==> src/rtl/matmul_pkg.sv <==
// -----------------------------------------------------------------------------
// matmul_pkg
// Shared definitions for the matrix-multiply core:
//   - element/word widths and element count
//   - controller state encoding
//   - the fixed 4x4 coefficient matrix A and a lookup helper
// -----------------------------------------------------------------------------
package matmul_pkg;

  localparam int DATA_W = 8;
  localparam int OUT_W  = 32;
  localparam int N_ELEM = 32;
  localparam int CNT_W  = 5;

  // Width of the raw adder-tree result: four 16-bit products summed.
  localparam int SUM_W  = 18;

  localparam logic [CNT_W-1:0] LAST_IDX = CNT_W'(N_ELEM - 1);

  typedef enum logic [2:0] {
    ST_IDLE,
    ST_LOAD,
    ST_COMPUTE,
    ST_READ,
    ST_DONE
  } state_e;

  // Coefficients stored so that A_COEF[i*4+m] = A[i][m]; the literal is
  // written MSB-first, hence the descending order.
  localparam logic [15:0][7:0] A_COEF = {
    8'd16, 8'd15, 8'd14, 8'd13,
    8'd12, 8'd11, 8'd10, 8'd9,
    8'd8,  8'd7,  8'd6,  8'd5,
    8'd4,  8'd3,  8'd2,  8'd1
  };

  function automatic logic [7:0] coef(input logic [1:0] row, input logic [1:0] col);
    return A_COEF[{row, col}];
  endfunction

endpackage

==> src/rtl/matmul_res_mem.sv <==
// -----------------------------------------------------------------------------
// matmul_res_mem
// 32 x 32-bit result store. Writes are synchronous, reads are combinational
// so the controller can register the read word into its output stage.
//   clk    in   system clock, rising edge
//   we     in   write enable
//   waddr  in   write address (0..31)
//   wdata  in   write data
//   raddr  in   read address (0..31)
//   rdata  out  word at raddr
// Contents are not reset; every word is rewritten before it is read.
// -----------------------------------------------------------------------------
module matmul_res_mem
  import matmul_pkg::*;
(
  input  logic             clk,
  input  logic             we,
  input  logic [CNT_W-1:0] waddr,
  input  logic [OUT_W-1:0] wdata,
  input  logic [CNT_W-1:0] raddr,
  output logic [OUT_W-1:0] rdata
);

  logic [OUT_W-1:0] mem_q [N_ELEM];

  // Storage array, written one word per cycle during the compute phase.
  always_ff @(posedge clk) begin
    if (we) begin
      mem_q[waddr] <= wdata;
    end
  end

  assign rdata = mem_q[raddr];

endmodule

==> src/rtl/matmul_core.sv <==
// -----------------------------------------------------------------------------
// matmul_core
// Computes P = A * X where A is a fixed 4x4 coefficient matrix and X is a 4x8
// byte matrix streamed in column-major order (byte k -> X[k%4][k/4]).
// Results are written to an internal memory one per cycle, then streamed out.
//   clk          in   system clock, rising edge
//   rst          in   asynchronous active-low reset
//   start_in     in   start request, honoured only in IDLE/DONE
//   valid_input  in   X_load holds a valid byte this cycle (LOAD only)
//   X_load       in   X byte stream
//   cs_n         out  active-low result-memory select (COMPUTE/READ)
//   ry           out  read_data valid strobe
//   read_data    out  result word, zero when ry=0
//   finish       out  high once a matrix has been fully read out
// -----------------------------------------------------------------------------
module matmul_core
  import matmul_pkg::*;
(
  input  logic              clk,
  input  logic              rst,
  input  logic              start_in,
  input  logic              valid_input,
  input  logic [DATA_W-1:0] X_load,
  output logic              cs_n,
  output logic              ry,
  output logic [OUT_W-1:0]  read_data,
  output logic              finish
);

  state_e           state_q, state_d;
  logic [CNT_W-1:0] cnt_q, cnt_d;
  logic             cs_n_q, cs_n_d;
  logic             ry_q, ry_d;
  logic [OUT_W-1:0] read_data_q, read_data_d;
  logic             finish_q, finish_d;

  logic             x_we;
  logic [DATA_W-1:0] x_q [N_ELEM];

  logic             mem_we;
  logic [CNT_W-1:0] mem_raddr;
  logic [OUT_W-1:0] mem_rdata;
  logic [OUT_W-1:0] mac_word;

  logic [1:0]       row;
  logic [2:0]       col;
  logic [15:0]      prod [4];
  logic [SUM_W-1:0] sum;

  // The shared counter addresses X during LOAD and the result word during
  // COMPUTE/READ, so result address cnt = i*8+j splits directly into row/col.
  assign row = cnt_q[4:3];
  assign col = cnt_q[2:0];

  // Four parallel multipliers feeding a flat adder tree. Column j of X sits at
  // byte indices j*4 .. j*4+3, which is just {col, m}.
  always_comb begin
    for (int m = 0; m < 4; m++) begin
      prod[m] = {8'b0, coef(row, 2'(m))} * {8'b0, x_q[{col, 2'(m)}]};
    end
    sum = ({2'b0, prod[0]} + {2'b0, prod[1]}) + ({2'b0, prod[2]} + {2'b0, prod[3]});
    mac_word = {{(OUT_W-SUM_W){1'b0}}, sum};
  end

  // In READ the output stage is loaded one word ahead of the counter; on the
  // COMPUTE->READ transition word 0 is fetched.
  assign mem_raddr = (state_q == ST_READ) ? (cnt_q + 5'd1) : '0;

  // Next-state and next-output logic for the controller.
  always_comb begin
    state_d     = state_q;
    cnt_d       = cnt_q;
    cs_n_d      = cs_n_q;
    ry_d        = 1'b0;
    read_data_d = '0;
    finish_d    = finish_q;
    x_we        = 1'b0;
    mem_we      = 1'b0;

    unique case (state_q)
      ST_IDLE, ST_DONE: begin
        if (start_in) begin
          state_d  = ST_LOAD;
          cnt_d    = '0;
          finish_d = 1'b0;
          cs_n_d   = 1'b1;
        end
      end

      ST_LOAD: begin
        if (valid_input) begin
          x_we = 1'b1;
          if (cnt_q == LAST_IDX) begin
            state_d = ST_COMPUTE;
            cnt_d   = '0;
            cs_n_d  = 1'b0;
          end else begin
            cnt_d = cnt_q + 5'd1;
          end
        end
      end

      ST_COMPUTE: begin
        mem_we = 1'b1;
        if (cnt_q == LAST_IDX) begin
          state_d     = ST_READ;
          cnt_d       = '0;
          ry_d        = 1'b1;
          read_data_d = mem_rdata;
        end else begin
          cnt_d = cnt_q + 5'd1;
        end
      end

      ST_READ: begin
        if (cnt_q == LAST_IDX) begin
          state_d  = ST_DONE;
          cnt_d    = '0;
          cs_n_d   = 1'b1;
          finish_d = 1'b1;
        end else begin
          cnt_d       = cnt_q + 5'd1;
          ry_d        = 1'b1;
          read_data_d = mem_rdata;
        end
      end

      default: begin
        state_d = ST_IDLE;
        cnt_d   = '0;
        cs_n_d  = 1'b1;
      end
    endcase
  end

  // Controller state and registered outputs; reset aborts any matrix at once.
  always_ff @(posedge clk or negedge rst) begin
    if (!rst) begin
      state_q     <= ST_IDLE;
      cnt_q       <= '0;
      cs_n_q      <= 1'b1;
      ry_q        <= 1'b0;
      read_data_q <= '0;
      finish_q    <= 1'b0;
    end else begin
      state_q     <= state_d;
      cnt_q       <= cnt_d;
      cs_n_q      <= cs_n_d;
      ry_q        <= ry_d;
      read_data_q <= read_data_d;
      finish_q    <= finish_d;
    end
  end

  // X register file; contents only matter after a full load, so no reset.
  always_ff @(posedge clk) begin
    if (x_we) begin
      x_q[cnt_q] <= X_load;
    end
  end

  matmul_res_mem u_res_mem (
    .clk   (clk),
    .we    (mem_we),
    .waddr (cnt_q),
    .wdata (mac_word),
    .raddr (mem_raddr),
    .rdata (mem_rdata)
  );

  assign cs_n      = cs_n_q;
  assign ry        = ry_q;
  assign read_data = read_data_q;
  assign finish    = finish_q;

endmodule

==> config.mk <==
export PLATFORM = sky130hd
export DESIGN_NAME = matmul_core
export DESIGN_NICKNAME = d
export VERILOG_FILES = /design/src/rtl/matmul_pkg.sv /design/src/rtl/matmul_res_mem.sv /design/src/rtl/matmul_core.sv
export SDC_FILE = /design/constraint.sdc
export NUM_CORES = 1
export LEC_CHECK = 0
export CAP_MARGIN = 25
export CORE_UTILIZATION = 45
export DETAILED_ROUTE_END_ITERATION = 8
export PLACE_DENSITY = 0.73
export SYNTH_ARGS = -nofsm -noshare
export SYNTH_HDL_FRONTEND = slang
export SYNTH_SLANG_ARGS = --single-unit
==> constraint.sdc <==
create_clock -name clk -period 7.6 [get_ports clk]
set_clock_uncertainty 0.05 [all_clocks]
set_input_delay 1.52 -clock clk [delete_from_list [all_inputs] [get_ports clk]]
set_output_delay 1.52 -clock clk [all_outputs]
set_load 0.01 [all_outputs]
==> results.md <==
- The area taken by flip-flops and latches is 0.0247 mm2.
- At the end of routability-driven placement, the weighted congestion stood at 0.861.
- The synthesized design contains 800 enable-type register cells.
- For the pin with the worst max-slew slack, the measured transition is 1.03 ns.
- The tree is rooted in a sky130_fd_sc_hd__clkbuf_16.
- The finished cells cover 0.0433 mm2.
- For the worst setup path, the data arrival time is 7.98 ns.
- For this run, the number of standard cells in the final layout without fillers is 3685.
- From bottom edge to top edge, the die measures 291 um.
- Entering global routing, the biggest net connects 130 pins.
- For the finished layout, the period the worst path requires is 7.65 ns.
- Summing all multi-input logic gate instances after layout gives 0.0120 mm2.
- The die outline width is 291 um.
- STA classifies the critical path startpoint as a flip-flop.
- The clock passes through at most 3 buffers.
- Clock-pin slew was measured on the worst setup and hold paths at 0.08 ns.
- The number of hold-slack violations in the final timing report came to 0.
- The clock sink total is 828.
- The wire length reported by the detailed router is 93600 um.
- The detail-routed net length per standard cell is 25.4 um.
- Clock latency on the worst-skew pair, taken at its later pin, is 0.65 ns.
- Once placement finished, the instance area stood at 0.0398 mm2.
- The number of distinct library cells after synthesis is 70.
- The number of pins exceeding their max-slew limit in the final report is 0.
- The net count of the finished layout is 2784.
- The count of warnings emitted by yosys is 0.
- The area of the core region is 0.0825 mm2.
- The capturing element type of the critical path is a flip-flop.
- The cell area after synthesis is 0.0377 mm2.
- Along the worst path, the maximum fanout reaches 16.
- The aggregate global routing overflow is 0.
- After filler insertion, the fill cell instance count of the layout stands at 6434.
- The maximum operating frequency is 131 MHz.
- The die covers 0.0849 mm2.
- The final count of negative-setup-slack endpoints is 30.
- The wire length of the first global-routing pass is 138000 um.
- In the final layout, the share of cells above drive strength 1 is 0.180.
- The setup slack of the critical path after layout is -0.0494 ns.
- The worst min-delay path category is reg -> reg.
- In this run, CTS created clock tree buffers numbering 80.
- The most frequently used flop master after synthesis is sky130_fd_sc_hd__edfxtp_1.
- The top-level I/O count is 47.
- In this run the remaining antenna-violating nets after routing total 0.
- The number of placed instances, taps included, is 3495.
- At the worst endpoint, the required time is 7.93 ns.
- The tightest slew margin relative to the limit is 0.313.
- The final reports fail on setup timing.
- The iteration-0 DRC count of the detailed router is 2869.
- The detailed-route vias per instance is 5.99.
- Max-cap violations in this run came to 0.
- The critical path class is reg -> reg.
- The flow ran to the end, but the final reports show violations.
- 0 antenna diodes ended up in the layout.
- The share of the yosys chip area belonging to registers is 0.656.
- In the finished design, the share of the clock period the worst path needs comes to 1.01.
- The synthesized area divided by synthesized cell count is 15.5 um2.
- Of all flip-flops after synthesis, the portion carrying an async set or reset was 0.0338.
- The first-pass iteration count of the detailed router is 6.
- Setup slack on the worst reg-to-reg path comes out at -0.05 ns.
- Counting flops and latches in the post-synthesis netlist gives 828.
- The routed via count is 22082.
- After floorplanning, the core was divided into 105 placement rows.
- The total number of H-tree levels is 3.
- The post-DP HPWL is 54500 um.
- Setup repair after global routing could not meet its margin everywhere.
- The residual DRC count is 0.
- In the global route stage, overall resource usage came out at 0.216.
- The number of buffers inserted by port buffering is 31.
- The number of antenna violations at the first check in global routing is 1.
- The synthesized netlist cell count is 2426.
- TritonCTS built the clock tree.
- The initial utilization of the core area, before any placement, comes to 0.457.
- The via count of the first global-routing pass came to 22193.
- The relative area change from synthesis to final layout is 14.9%.
flip-flops by register name (all words and copies together), names as in the netlist:
name / flops
read_data: 17
cnt_q: 5
x_q: 256
finish: 1
ry: 1
cs_n: 1
u_res_mem.mem_q: 544
state_q: 3
cell usage in the layout (no fill, tap or decap), drive strengths merged, types with 3 or more instances in the layout:
master         instances
a211o                 16
a211oi                22
a21oi                192
a221oi                50
a22oi                 32
a2bb2oi                4
and2                  30
and3                   3
buf                  154
bufinv                 3
clkbuf               107
clkdlybuf4s50         31
clkinv                33
clkinvlp               3
conb                  15
dfrtp                 27
edfxtp               800
fa                    81
ha                   135
inv                  165
mux2                  22
mux2i                115
mux4                  64
nand2                 66
nand2b                16
nor2                 149
nor2b                 47
o21a                  21
o21ai                 51
o221ai                17
o22ai                 18
o2bb2ai               64
o31ai                 16
or2                    3
xnor2                  9
xor2                   5
per-stage QoR:
stage | worst slack, ns | setup TNS [ns] | hold WS, ns | util
floorplan | 0.0330 | 0 | 0.444 | -
global placement | -0.0903 | -6.65 | 0.471 | 0.481
detailed placement | -0.209 | -18.85 | 0.512 | 0.482
CTS | -0.0441 | -1.27 | 0.530 | 0.515
global route | -0.226 | -12.22 | 0.585 | 0.525
finish | -0.0494 | -0.943 | 0.529 | 0.525
cell usage after synthesis, drive strengths merged (3+ instances only):
cell type,n,share of area
and2,30,0.0050
a211oi,22,0.0044
o22ai,18,0.0030
o31ai,16,0.0032
mux2,22,0.0066
inv,163,0.016
clkbuf,51,0.0051
a221oi,50,0.014
fa,81,0.043
a22oi,32,0.0085
dfrtp,27,0.018
o21ai,51,0.0068
nor2b,47,0.0078
o2bb2ai,64,0.015
or2,3,0.00050
a2bb2oi,4,0.00093
xnor2,8,0.0021
xor2,4,0.0011
mux4,64,0.038
edfxtp,800,0.64
o21a,21,0.0042
mux2i,115,0.031
a211o,16,0.0037
nand2b,16,0.0027
and3,3,0.00050
o221ai,17,0.0040
nand2,66,0.0069
nor2,149,0.015
buf,109,0.017
ha,135,0.045
a21oi,192,0.026
path summary, 6_finish.rpt:
check | cells after the start | to | startpoint
hold / removal | 2 | finish | finish
setup reg to reg | 27 | u_res_mem.mem_q[18][15] | cnt_q[0]
hold reg to reg | 2 | finish | finish
max in group asynchronous | 2 | cnt_q[0] | rst
setup / recovery | 27 | u_res_mem.mem_q[18][15] | cnt_q[0]
min in group asynchronous | 2 | read_data[15] | rst
worst max-delay path, cell delays in order (launching register included):
cell and delay [ns]:
sky130_fd_sc_hd__dfrtp_4 0.55, sky130_fd_sc_hd__buf_8 0.16, sky130_fd_sc_hd__buf_12 0.13, sky130_fd_sc_hd__buf_12 0.12
sky130_fd_sc_hd__mux4_2 0.42, sky130_fd_sc_hd__mux2i_1 0.17, sky130_fd_sc_hd__buf_4 0.18, sky130_fd_sc_hd__inv_2 0.04
sky130_fd_sc_hd__fa_1 0.47, sky130_fd_sc_hd__ha_1 0.30, sky130_fd_sc_hd__ha_2 0.18, sky130_fd_sc_hd__inv_2 0.04
sky130_fd_sc_hd__fa_1 0.53, sky130_fd_sc_hd__inv_2 0.05, sky130_fd_sc_hd__fa_1 0.56, sky130_fd_sc_hd__fa_1 0.43
sky130_fd_sc_hd__fa_1 0.49, sky130_fd_sc_hd__inv_1 0.05, sky130_fd_sc_hd__fa_1 0.48, sky130_fd_sc_hd__inv_1 0.05
sky130_fd_sc_hd__ha_2 0.18, sky130_fd_sc_hd__or3_4 0.35, sky130_fd_sc_hd__buf_6 0.13, sky130_fd_sc_hd__o211a_1 0.20
sky130_fd_sc_hd__a221o_1 0.32, sky130_fd_sc_hd__o41ai_4 0.35, sky130_fd_sc_hd__xnor2_4 0.19, sky130_fd_sc_hd__clkbuf_16 0.22
layer usage:
metal,GRT usage,up-vias,wire length (um)
met5,0,-,0
met4,0.0885,0,3300
met3,0.0366,186,9570
met2,0.342,1250,44500
met1,0.298,11207,36200
li1,-,9439,-
kinds of logic after synthesis:
kind of cell             share of synthesized area
AO/OA/AOI/OAI                               0.0971
XOR/XNOR                                   0.00319
adder cells (fa/ha/maj)                     0.0879
buffers and inverters                       0.0384
flip-flops                                   0.656
multiplexers                                0.0754
other                                    0.0000996
AND/OR/NAND/NOR                             0.0415
timing repair:
item,CTS,global route
endpoints found under the setup margin,128,160
resized for setup,15,58
hold buffers,0,0
setup buffers,4,25
pin swaps,7,16
cloned,3,5
cell type report:
class,instances,share of cell area
Sequential cell,828,0.571
Inverter,163,0.0142
Timing Repair Buffer,192,0.0490
Multi-Input combinational cell,1291,0.276
Tap cell,1070,0.0309
Clock buffer,100,0.0499
Clock inverter,41,0.00830
Power is left out: the tool's default activity adds up to more than one toggle a clock period on the data nets, which glitch-free logic cannot reach.
